`config.mk`:
```
export PLATFORM = sky130hd
export DESIGN_NAME = stream_gen_mc
export DESIGN_NICKNAME = d
export VERILOG_FILES = /design/src/rtl/stream_gen_pkg.sv /design/src/rtl/stream_gen_mc_rr_sel.sv /design/src/rtl/stream_gen_mc.sv
export SDC_FILE = /design/constraint.sdc
export NUM_CORES = 1
export LEC_CHECK = 0
export BUFFER_PORTS_ARGS = -buffer_cell sky130_fd_sc_hd__buf_2
export CORE_MARGIN = 3
export CORE_UTILIZATION = 29
export CTS_BUF_LIST = sky130_fd_sc_hd__clkbuf_2 sky130_fd_sc_hd__clkbuf_4 sky130_fd_sc_hd__clkbuf_8
export DETAILED_ROUTE_END_ITERATION = 6
export HOLD_SLACK_MARGIN = 0.06
export PLACE_DENSITY = 0.48
export SETUP_SLACK_MARGIN = 0.1
export SLEW_MARGIN = 20
export SYNTH_ARGS = -nofsm -noshare
export SYNTH_HDL_FRONTEND = slang
export SYNTH_SLANG_ARGS = --single-unit
```
`constraint.sdc`:
```
create_clock -name clk -period 13.84 [get_ports clk]
set_clock_uncertainty 0.2 [all_clocks]
set_input_delay 2.076 -clock clk [delete_from_list [all_inputs] [get_ports clk]]
set_output_delay 2.076 -clock clk [all_outputs]
set_load 0.01 [all_outputs]
```
`src/rtl/stream_gen_pkg.sv`:
```
// Shared types and LFSR helper for the multi-channel stream generator.
// Pattern modes, FSM states and the Galois LFSR step live here.
package stream_gen_pkg;

  typedef enum logic [1:0] {
    MODE_COUNT = 2'd0,
    MODE_LFSR  = 2'd1,
    MODE_INDEX = 2'd2
  } mode_t;

  typedef enum logic [1:0] {
    ST_IDLE = 2'd0,
    ST_SEND = 2'd1,
    ST_GAP  = 2'd2
  } state_t;

  localparam logic [31:0] LFSR_POLY = 32'h8020_0003;

  // Right-shift Galois step; the +1 term is the bit shifted out and
  // re-entering at the top, so only the remaining taps are XORed in.
  function automatic logic [31:0] lfsr_next(input logic [31:0] s);
    logic [31:0] t;
    t = {1'b0, s[31:1]};
    if (s[0]) t = t ^ {LFSR_POLY[31:1], 1'b0};
    return t;
  endfunction

endpackage

```
`src/rtl/stream_gen_mc_rr_sel.sv`:
```
// Round-robin finder: first set mask bit strictly after the pointer,
// wrapping around; o_valid low when the mask is empty.
module stream_rr_sel
  import stream_gen_pkg::*;
#(
  parameter int NCHAN = 4,
  parameter int CW    = 2
) (
  input  logic [NCHAN-1:0] i_mask,
  input  logic [CW-1:0]    i_ptr,
  output logic [CW-1:0]    o_idx,
  output logic             o_valid
);

  logic [CW:0] w_c;

  // Scan from farthest to nearest so the nearest hit wins.
  always_comb begin
    o_idx   = '0;
    o_valid = 1'b0;
    w_c     = '0;
    for (int k = NCHAN; k >= 1; k--) begin
      w_c = {1'b0, i_ptr} + (CW+1)'(k);
      if (w_c >= (CW+1)'(NCHAN)) w_c = w_c - (CW+1)'(NCHAN);
      if (i_mask[w_c[CW-1:0]]) begin
        o_idx   = w_c[CW-1:0];
        o_valid = 1'b1;
      end
    end
  end

endmodule

```
`src/rtl/stream_gen_mc.sv`:
```
// Multi-channel AXI4-Stream pattern generator: round-robin channels
// on tdest, framed packets, idle gaps, per-packet completion pulse.
module stream_gen_mc
  import stream_gen_pkg::*;
#(
  parameter int DATA_W = 32,
  parameter int NCHAN  = 4,
  parameter int LEN_W  = 16,
  parameter int GAP_W  = 8
) (
  input  logic                 clk,
  input  logic                 rst,
  input  logic                 enable,
  input  logic [1:0]           mode,
  input  logic [LEN_W-1:0]     pkt_len,
  input  logic [GAP_W-1:0]     gap,
  input  logic [NCHAN-1:0]     chan_en,
  output logic [DATA_W-1:0]    tdata,
  output logic [DATA_W/8-1:0]  tkeep,
  output logic                 tlast,
  output logic                 tvalid,
  input  logic                 tready,
  output logic [((NCHAN > 1) ? $clog2(NCHAN) : 1)-1:0] tdest,
  output logic                 pkt_done,
  output logic [31:0]          pkt_count
);

  localparam int CW = (NCHAN > 1) ? $clog2(NCHAN) : 1;
  localparam int NW = DATA_W / 32;

  state_t            r_state;
  mode_t             r_mode;
  logic              r_valid;
  logic              r_done;
  logic [CW-1:0]     r_chan;
  logic [CW-1:0]     r_ptr;
  logic [LEN_W-1:0]  r_len;
  logic [LEN_W-1:0]  r_beat;
  logic [GAP_W-1:0]  r_gap;
  logic [31:0]       r_pcnt;
  logic [31:0]       r_cnt  [NCHAN];
  logic [31:0]       r_lfsr [NCHAN];

  logic [CW-1:0]     w_sel;
  logic              w_sel_v;
  logic              w_go;
  logic              w_acc;
  logic              w_last;
  logic              w_start;
  logic [31:0]       w_word;
  logic [DATA_W-1:0] w_data;

  stream_rr_sel #(
    .NCHAN (NCHAN),
    .CW    (CW)
  ) u_sel (
    .i_mask  (chan_en),
    .i_ptr   (r_ptr),
    .o_idx   (w_sel),
    .o_valid (w_sel_v)
  );

  assign w_go   = enable && w_sel_v;
  assign w_acc  = r_valid && tready;
  assign w_last = (r_beat == r_len - LEN_W'(1));

  // Launch a packet from idle, at the end of a gap, or back-to-back.
  always_comb begin
    w_start = 1'b0;
    unique case (r_state)
      ST_IDLE: w_start = w_go;
      ST_GAP:  w_start = w_go && (r_gap <= GAP_W'(1));
      ST_SEND: w_start = w_go && w_acc && w_last && (gap == '0);
      default: w_start = 1'b0;
    endcase
  end

  // Pattern word for the current channel and beat.
  always_comb begin
    w_word = r_cnt[r_chan];
    if (r_mode == MODE_LFSR) w_word = r_lfsr[r_chan];
    w_data = {NW{w_word}};
    if (r_mode == MODE_INDEX) begin
      w_data       = '0;
      w_data[31:0] = {8'(r_chan), 24'(r_beat)};
    end
  end

  // Packet framing FSM; launch fields are latched last so they win.
  always_ff @(posedge clk or posedge rst) begin
    if (rst) begin
      r_state <= ST_IDLE;
      r_mode  <= MODE_COUNT;
      r_valid <= 1'b0;
      r_done  <= 1'b0;
      r_chan  <= '0;
      r_ptr   <= CW'(NCHAN - 1);
      r_len   <= LEN_W'(1);
      r_beat  <= '0;
      r_gap   <= '0;
      r_pcnt  <= '0;
    end else begin
      r_done <= 1'b0;
      unique case (r_state)
        ST_IDLE: ;
        ST_GAP: begin
          if (r_gap > GAP_W'(1)) r_gap <= r_gap - GAP_W'(1);
          else if (!w_go) r_state <= ST_IDLE;
        end
        ST_SEND: begin
          if (w_acc) begin
            if (!w_last) begin
              r_beat <= r_beat + LEN_W'(1);
            end else begin
              r_done <= 1'b1;
              r_pcnt <= r_pcnt + 32'd1;
              if (!w_go) begin
                r_valid <= 1'b0;
                r_state <= ST_IDLE;
              end else if (gap != '0) begin
                r_valid <= 1'b0;
                r_gap   <= gap;
                r_state <= ST_GAP;
              end
            end
          end
        end
        default: r_state <= ST_IDLE;
      endcase
      if (w_start) begin
        r_state <= ST_SEND;
        r_valid <= 1'b1;
        r_chan  <= w_sel;
        r_ptr   <= w_sel;
        r_beat  <= '0;
        r_len   <= (pkt_len == '0) ? LEN_W'(1) : pkt_len;
        r_mode  <= (mode == 2'd1) ? MODE_LFSR :
                   (mode == 2'd2) ? MODE_INDEX : MODE_COUNT;
      end
    end
  end

  // Per-channel pattern state advances only on accepted beats.
  always_ff @(posedge clk or posedge rst) begin
    if (rst) begin
      for (int k = 0; k < NCHAN; k++) begin
        r_cnt[k]  <= '0;
        r_lfsr[k] <= 32'(k + 1);
      end
    end else if (w_acc) begin
      if (r_mode == MODE_COUNT) r_cnt[r_chan] <= r_cnt[r_chan] + 32'd1;
      if (r_mode == MODE_LFSR) r_lfsr[r_chan] <= lfsr_next(r_lfsr[r_chan]);
    end
  end

  assign tdata     = w_data;
  assign tkeep     = '1;
  assign tlast     = r_valid && w_last;
  assign tvalid    = r_valid;
  assign tdest     = r_chan;
  assign pkt_done  = r_done;
  assign pkt_count = r_pcnt;

endmodule

```
# [Yosys cells after proc, flatten, opt, wreduce, memory -nomap -nowiden]
# Cells that the tools add are included.
[totals] regBits=338 word_cells=155 input_bits=34
[op_classes] magnitude_cmp=12 add_sub_neg=13 bitwise_logic=2 reduce_logical=24 n_eq_ne=20 muxes=66
[op_table] cell="$mux 32" count=10
[op_table] cell="$bwmux 128" count=2
[op_table] cell="$bmux 32 s2" count=2
[op_table] cell="$mux 16" count=5
[op_table] cell="$add 32x1->32 const B" count=2
[op_table] cell="$demux 32 s2" count=1
[op_table] cell="$mux 8" count=5
[op_table] cell="$mux 2" count=17
[op_table] cell="$mux 1" count=17
[op_table] cell="$add 16x1->16 const B" count=1
[op_table] cell="$eq 16x16->1" count=1
[op_table] cell="$logic_not 16->1" count=1
[op_table] cell="$pmux 8 s2" count=1
[op_table] cell="$sub 16x1->16 const B" count=1
[op_table] cell="$ge 3x3->1 const B" count=5
[op_table] cell="$lt 2x3->1 const B" count=4
[op_table] cell="$ne 2x2->1 const B" count=6
[op_table] cell="$ne 3x3->1 const B" count=4
[op_table] cell="$reduce_and 6->1" count=2
[op_table] cell="$bmux 1 s2" count=4
[op_table] cell="$gt 8x1->1 const B" count=1
[op_table] cell="$le 8x1->1 const B" count=1
[op_table] cell="$logic_and 1x1->1" count=8
[op_table] cell="$logic_not 8->1" count=1
[op_table] cell="20 further kinds" count=35

# [Longest topological paths before layout]
[logic_depth] depth_word=16 mapped_depth=14 ltp_nobuf=10

# [Modules after synthesis]
# From an unflattened synthesis, not the netlist that was laid out.
[hier_totals] cells_unflattened=1459 hier_area_um2=17088.9
[by_module_without_submodules] mod="stream_gen_mc" seq_area_each_um2=8468.1 n_inst=1 cells_per_inst=1445 area_each_um2=16997.6
[by_module_without_submodules] mod="stream_rr_sel" seq_area_each_um2=0.0 n_inst=1 cells_per_inst=14 area_each_um2=91.3

# [Worst setup path before layout]
# Ideal clock, no wire load.
[synth_timing] kind="register to output" startpoint="register r_chan[0] (netlist: tdest[0])" endpoint="output port tdata[15]" t_arrival_ps=2581 path_stages_with_launch=9 slack_ps=8983 n_path_buf=5 required_time_ps=11564 cell_sequence="dfrtp_1 -> buf_2 -> buf_4 -> buf_2 -> buf_2 -> buf_2 -> mux4_2 -> mux2i_1 -> a21oi_1"
[synth_via] elab_chain_cells=6 elab_cells_between_ends=9 cone_classes="mux: 8; bitwise: 1"
[synth_lines] element="from (decl)" line="stream_gen_mc.sv:35" source="logic [CW-1:0] r_chan;"
[synth_lines] element="from (signal assigned)" line="stream_gen_mc.sv:133" source="r_chan <= w_sel;"
[synth_lines] element="$not 2->3 (not written as such) (*)" line="stream_gen_mc.sv:80, stream_gen_mc.sv:81"
[synth_lines] element="$bmux 32 s2 (on tied branches)" line="stream_gen_mc.sv:80, stream_gen_mc.sv:81"
[synth_lines] element="$mux 32 (on tied branches) (2 in series)" line="stream_gen_mc.sv:80, stream_gen_mc.sv:81"
[synth_lines] element="$mux 32 (*)" line="stream_gen_mc.sv:81" source="if (r_mode == MODE_LFSR) w_word = r_lfsr[r_chan];"
[synth_lines] element="$mux 32 (*)" line="stream_gen_mc.sv:83" source="if (r_mode == MODE_INDEX) begin"
[synth_lines] element="to (decl)" line="stream_gen_mc.sv:18" source="output logic [DATA_W-1:0] tdata,"
# Every way passes the cells marked *; elsewhere a longest branch is shown, timed or not. The select of a mux whose other input is x is not followed.

# [Worst setup path in the final report]
[layout_timing] startpoint="register r_chan[0] (netlist: tdest[0])" endpoint="output port tdata[6]"
# Same word-level chain as after synthesis.

==> results.sh <==
export IMPL_outcome="completed"
export IMPL_fin_util_pct=34.3
export IMPL_synth_simple_gate_area_share_pct=13.5
export IMPL_r2r_end="r_cnt[31]"
export IMPL_r2r_slack_ns=9.38
export IMPL_grt_pass1_wl_um=71300
export IMPL_synth_mux_area_share_pct=19.6
export IMPL_async_flop_share_pct=100
export IMPL_slowest_stage="buf_4"
export IMPL_cts_max_path_buffers=3
export IMPL_grt_pass1_vias=12658
export IMPL_path_cells="buf_4 -> mux4_2 -> nor2b_1 -> a211oi_1 -> a21oi_1 -> buf_2"
export IMPL_cts_resized=0
export IMPL_maxCapViolCount=0
export IMPL_final_setup_tns_ns=0
export IMPL_ys_types=66
export IMPL_cts_buffers_inserted=66
export IMPL_synth_avg_cell_area_um2=11.3
export IMPL_worstSetupStartpointType="register"
export IMPL_core_area_mm2=0.0570
export IMPL_max_freq_mhz=166
export IMPL_syn_to_final_growth_pct=15.9
export IMPL_timing_critical_path_slowest_cell_delay_ns=0.86
export IMPL_place_gp_congestion=0.750
export IMPL_synth_compound_area_share_pct=8.98
export IMPL_place_hpwl_um=28000
export IMPL_design_area_mm2=0.0196
export IMPL_io_buffers=102
export IMPL_crit_arrival_ns=3.76
export IMPL_firstDrtPassIters=5
export IMPL_antenna_found_initial=0
export IMPL_hold_viol=0
export IMPL_globalRouteTotalUtil_pct=14.8
export IMPL_synthesis_area_mm2=0.0169
export IMPL_fin_cells=2400
export IMPL_cts_tree="yes"
export IMPL_layout_drive_gt1_share_pct=29.5
export IMPL_cts_root_buffer_cell="clkbuf_8"
export IMPL_synth_edf_count=0
export IMPL_reg2reg_from="tdest[0]"
export IMPL_period_minus_slack_ns=6.03
export IMPL_internal_power_uw=2470
export IMPL_cts_sinks=338
export IMPL_nNetsFinal=1633
export IMPL_slew_violations=0
export IMPL_crit_fanout=46
export IMPL_cts_clk_slew_worst_paths_ns=0.05
export IMPL_synth_top_family_by_area="multiplexers"
export IMPL_powerDensity_mw_per_mm2=204
export IMPL_holdPathStages=1
export IMPL_htreeDepth=3
export IMPL_wire_per_inst_um=18.3
export IMPL_setup_viol=0
export IMPL_dpl_cell_count=2280
export IMPL_fin_crit_sh_pct=43.6
export IMPL_max_slew_margin_pct=23.6
export IMPL_drc=0
export IMPL_fp_dieW_um=247
export IMPL_synth_flop_cell="dfrtp_1"
export IMPL_peakVddDrop_uv=107
export IMPL_pre_cts_slack_ns=8.37
export IMPL_overflow=0
export IMPL_synthCells=1491
export IMPL_fp_row_count=87
export IMPL_insertion_delay_ns=0.65
export IMPL_hold_start="pkt_count[31]"
export IMPL_tightest_slew_ns=1.15
export IMPL_dieArea_mm2=0.0612
export IMPL_initial_core_util_pct=29.6
export IMPL_switching_share_pct=38.3
export IMPL_synth_adder_area_share_pct=0.444
export IMPL_p_comb_share_pct=37.6
export IMPL_post_cts_setup_buffer_count=0
export IMPL_hold_end="pkt_count[31]"
export IMPL_final_antenna_net_count=0
export IMPL_ys_seq_area_share_pct=50.1
export IMPL_static_leakage_power_uw=0.00885
export IMPL_setup_worst_path_end_class="output port"
export IMPL_timing_setup_critical_path_class="register to output port"
export IMPL_rsz0062_at_grt="no"
export IMPL_worst_slack_ns=7.81
export IMPL_die_h_um=247
export IMPL_crit_required_ns=11.56
export IMPL_yosysWarnings=0
export IMPL_vias=11941
export IMPL_synth_xor_area_share_pct=4.35
export IMPL_reg2regPathDepth=10
export IMPL_io_pins=107
export IMPL_dpl_instance_area_mm2=0.0182
export IMPL_p_switching_uw=1530
export IMPL_grt_max_degree=113
export IMPL_final_common_cell="dfrtp_1"
export IMPL_synth_seq_cells=338
export IMPL_hp_class="register to register"
export IMPL_cts_hold_fix_buffers=0
export IMPL_seqPwrFrac_pct=36.1
export IMPL_power_share_clock_pct=26.3
export IMPL_viasPerCell=4.98
export IMPL_wl_um=43900
export IMPL_layout_common_cells="326 x dfrtp_1, 182 x nand2_1, 147 x mux2_2"
export IMPL_first_iter_violations=694
export IMPL_antennaDiodeCount=0
[power groups by stage]
stage | combinational (uW) | clock (uW) | sequential [uW]
floorplan | 1150 | 0 | 1350
global placement | 1500 | 0 | 1450
detailed placement | 1520 | 0 | 1460
CTS | 1520 | 1100 | 1450
global route | 1680 | 1140 | 1480
finish | 1500 | 1050 | 1440
[state kept, by name, indices dropped and copies added, names as in the netlist]
register,cells
r_state,2
r_mode,2
r_ptr,2
tvalid,1
r_beat,16
r_lfsr,128
pkt_done,1
pkt_count,32
r_len,16
r_gap,8
r_cnt,128
tdest,2
[cell usage after synthesis, drive strengths merged, types with 6 or more instances]
library cell  count  area (um^2)
mux2i            21          210
or4               6         48.8
dfstp             8          210
mux2            148         1670
dfrtp           330         8260
inv              20         75.1
nor4b             6         52.6
nand3b            7         52.6
nand4            15         93.8
mux4             64         1440
buf              37          210
nor2b            20          125
nor3             24          125
ha                6         75.1
clkbuf           57          214
a21oi            81          405
nand2           184          693
nand3            34          183
nor4             19          191
a22o             14          123
xnor2            39          342
and3             21          131
nor2             77          289
or3              14         87.6
a211oi           21          158
xor2             45          394
and4              8         70.1
o21ai           112          561
[critical path: cells and delay by family (launching register included)]
kind,cells,cell delay (ns)
AOI/OAI and AO/OA,2,0.36
buffers and inverters,2,1.07
DFF,1,0.77
muxes,1,0.69
and+or+nand+nor,1,0.16
[metal layers]
| metal | vias to the layer above | share of wire (%) | track usage [%] |
|---|---|---|---|
| met5 | - | 0 | 0 |
| met4 | 0 | 2.9 | 5.22 |
| met3 | 93 | 4.9 | 3.53 |
| met2 | 260 | 47 | 24.0 |
| met1 | 5989 | 45 | 19.2 |
| li1 | 5599 | - | - |
[per-stage QoR]
| step | power [uW] | hold slack, ns |
|---|---|---|
| after detailed placement | 2980 | 0.252 |
| after global routing | 4300 | 0.280 |
| after global placement | 2950 | 0.252 |
| final | 4000 | 0.262 |
| after CTS | 4070 | 0.264 |
| after floorplan | 2500 | 0.245 |
[area by class of cell]
cell class / count / area [um^2]
inverter: 20 / 82.6
multi-input combinational: 1042 / 7990
fill: 5837 / 37400
tap: 756 / 946
timing repair buffer: 125 / 698
clock inverter: 10 / 114
sequential: 338 / 8480
clock buffer: 109 / 1290
[logic make-up after synthesis]
family          after synthesis
compound gates              261
xor+xnor                     84
fa+ha+maj                     6
buf+inv                     114
flops                       338
mux                         233
other cells                   1
simple gates                454
[worst max path at each step]
stage              from            to  cells past startpoint
2_1_floorplan       rst  pkt_count[0]                      1
3_3_place_gp   tdest[0]      tdata[6]                      6
3_5_place_dp   tdest[0]      tdata[6]                      6
4_1_cts        tdest[0]      tdata[6]                      6
5_1_grt        tdest[0]      tdata[6]                      6
6_report       tdest[0]      tdata[6]                      6
Power figures use the tool's default switching activity.
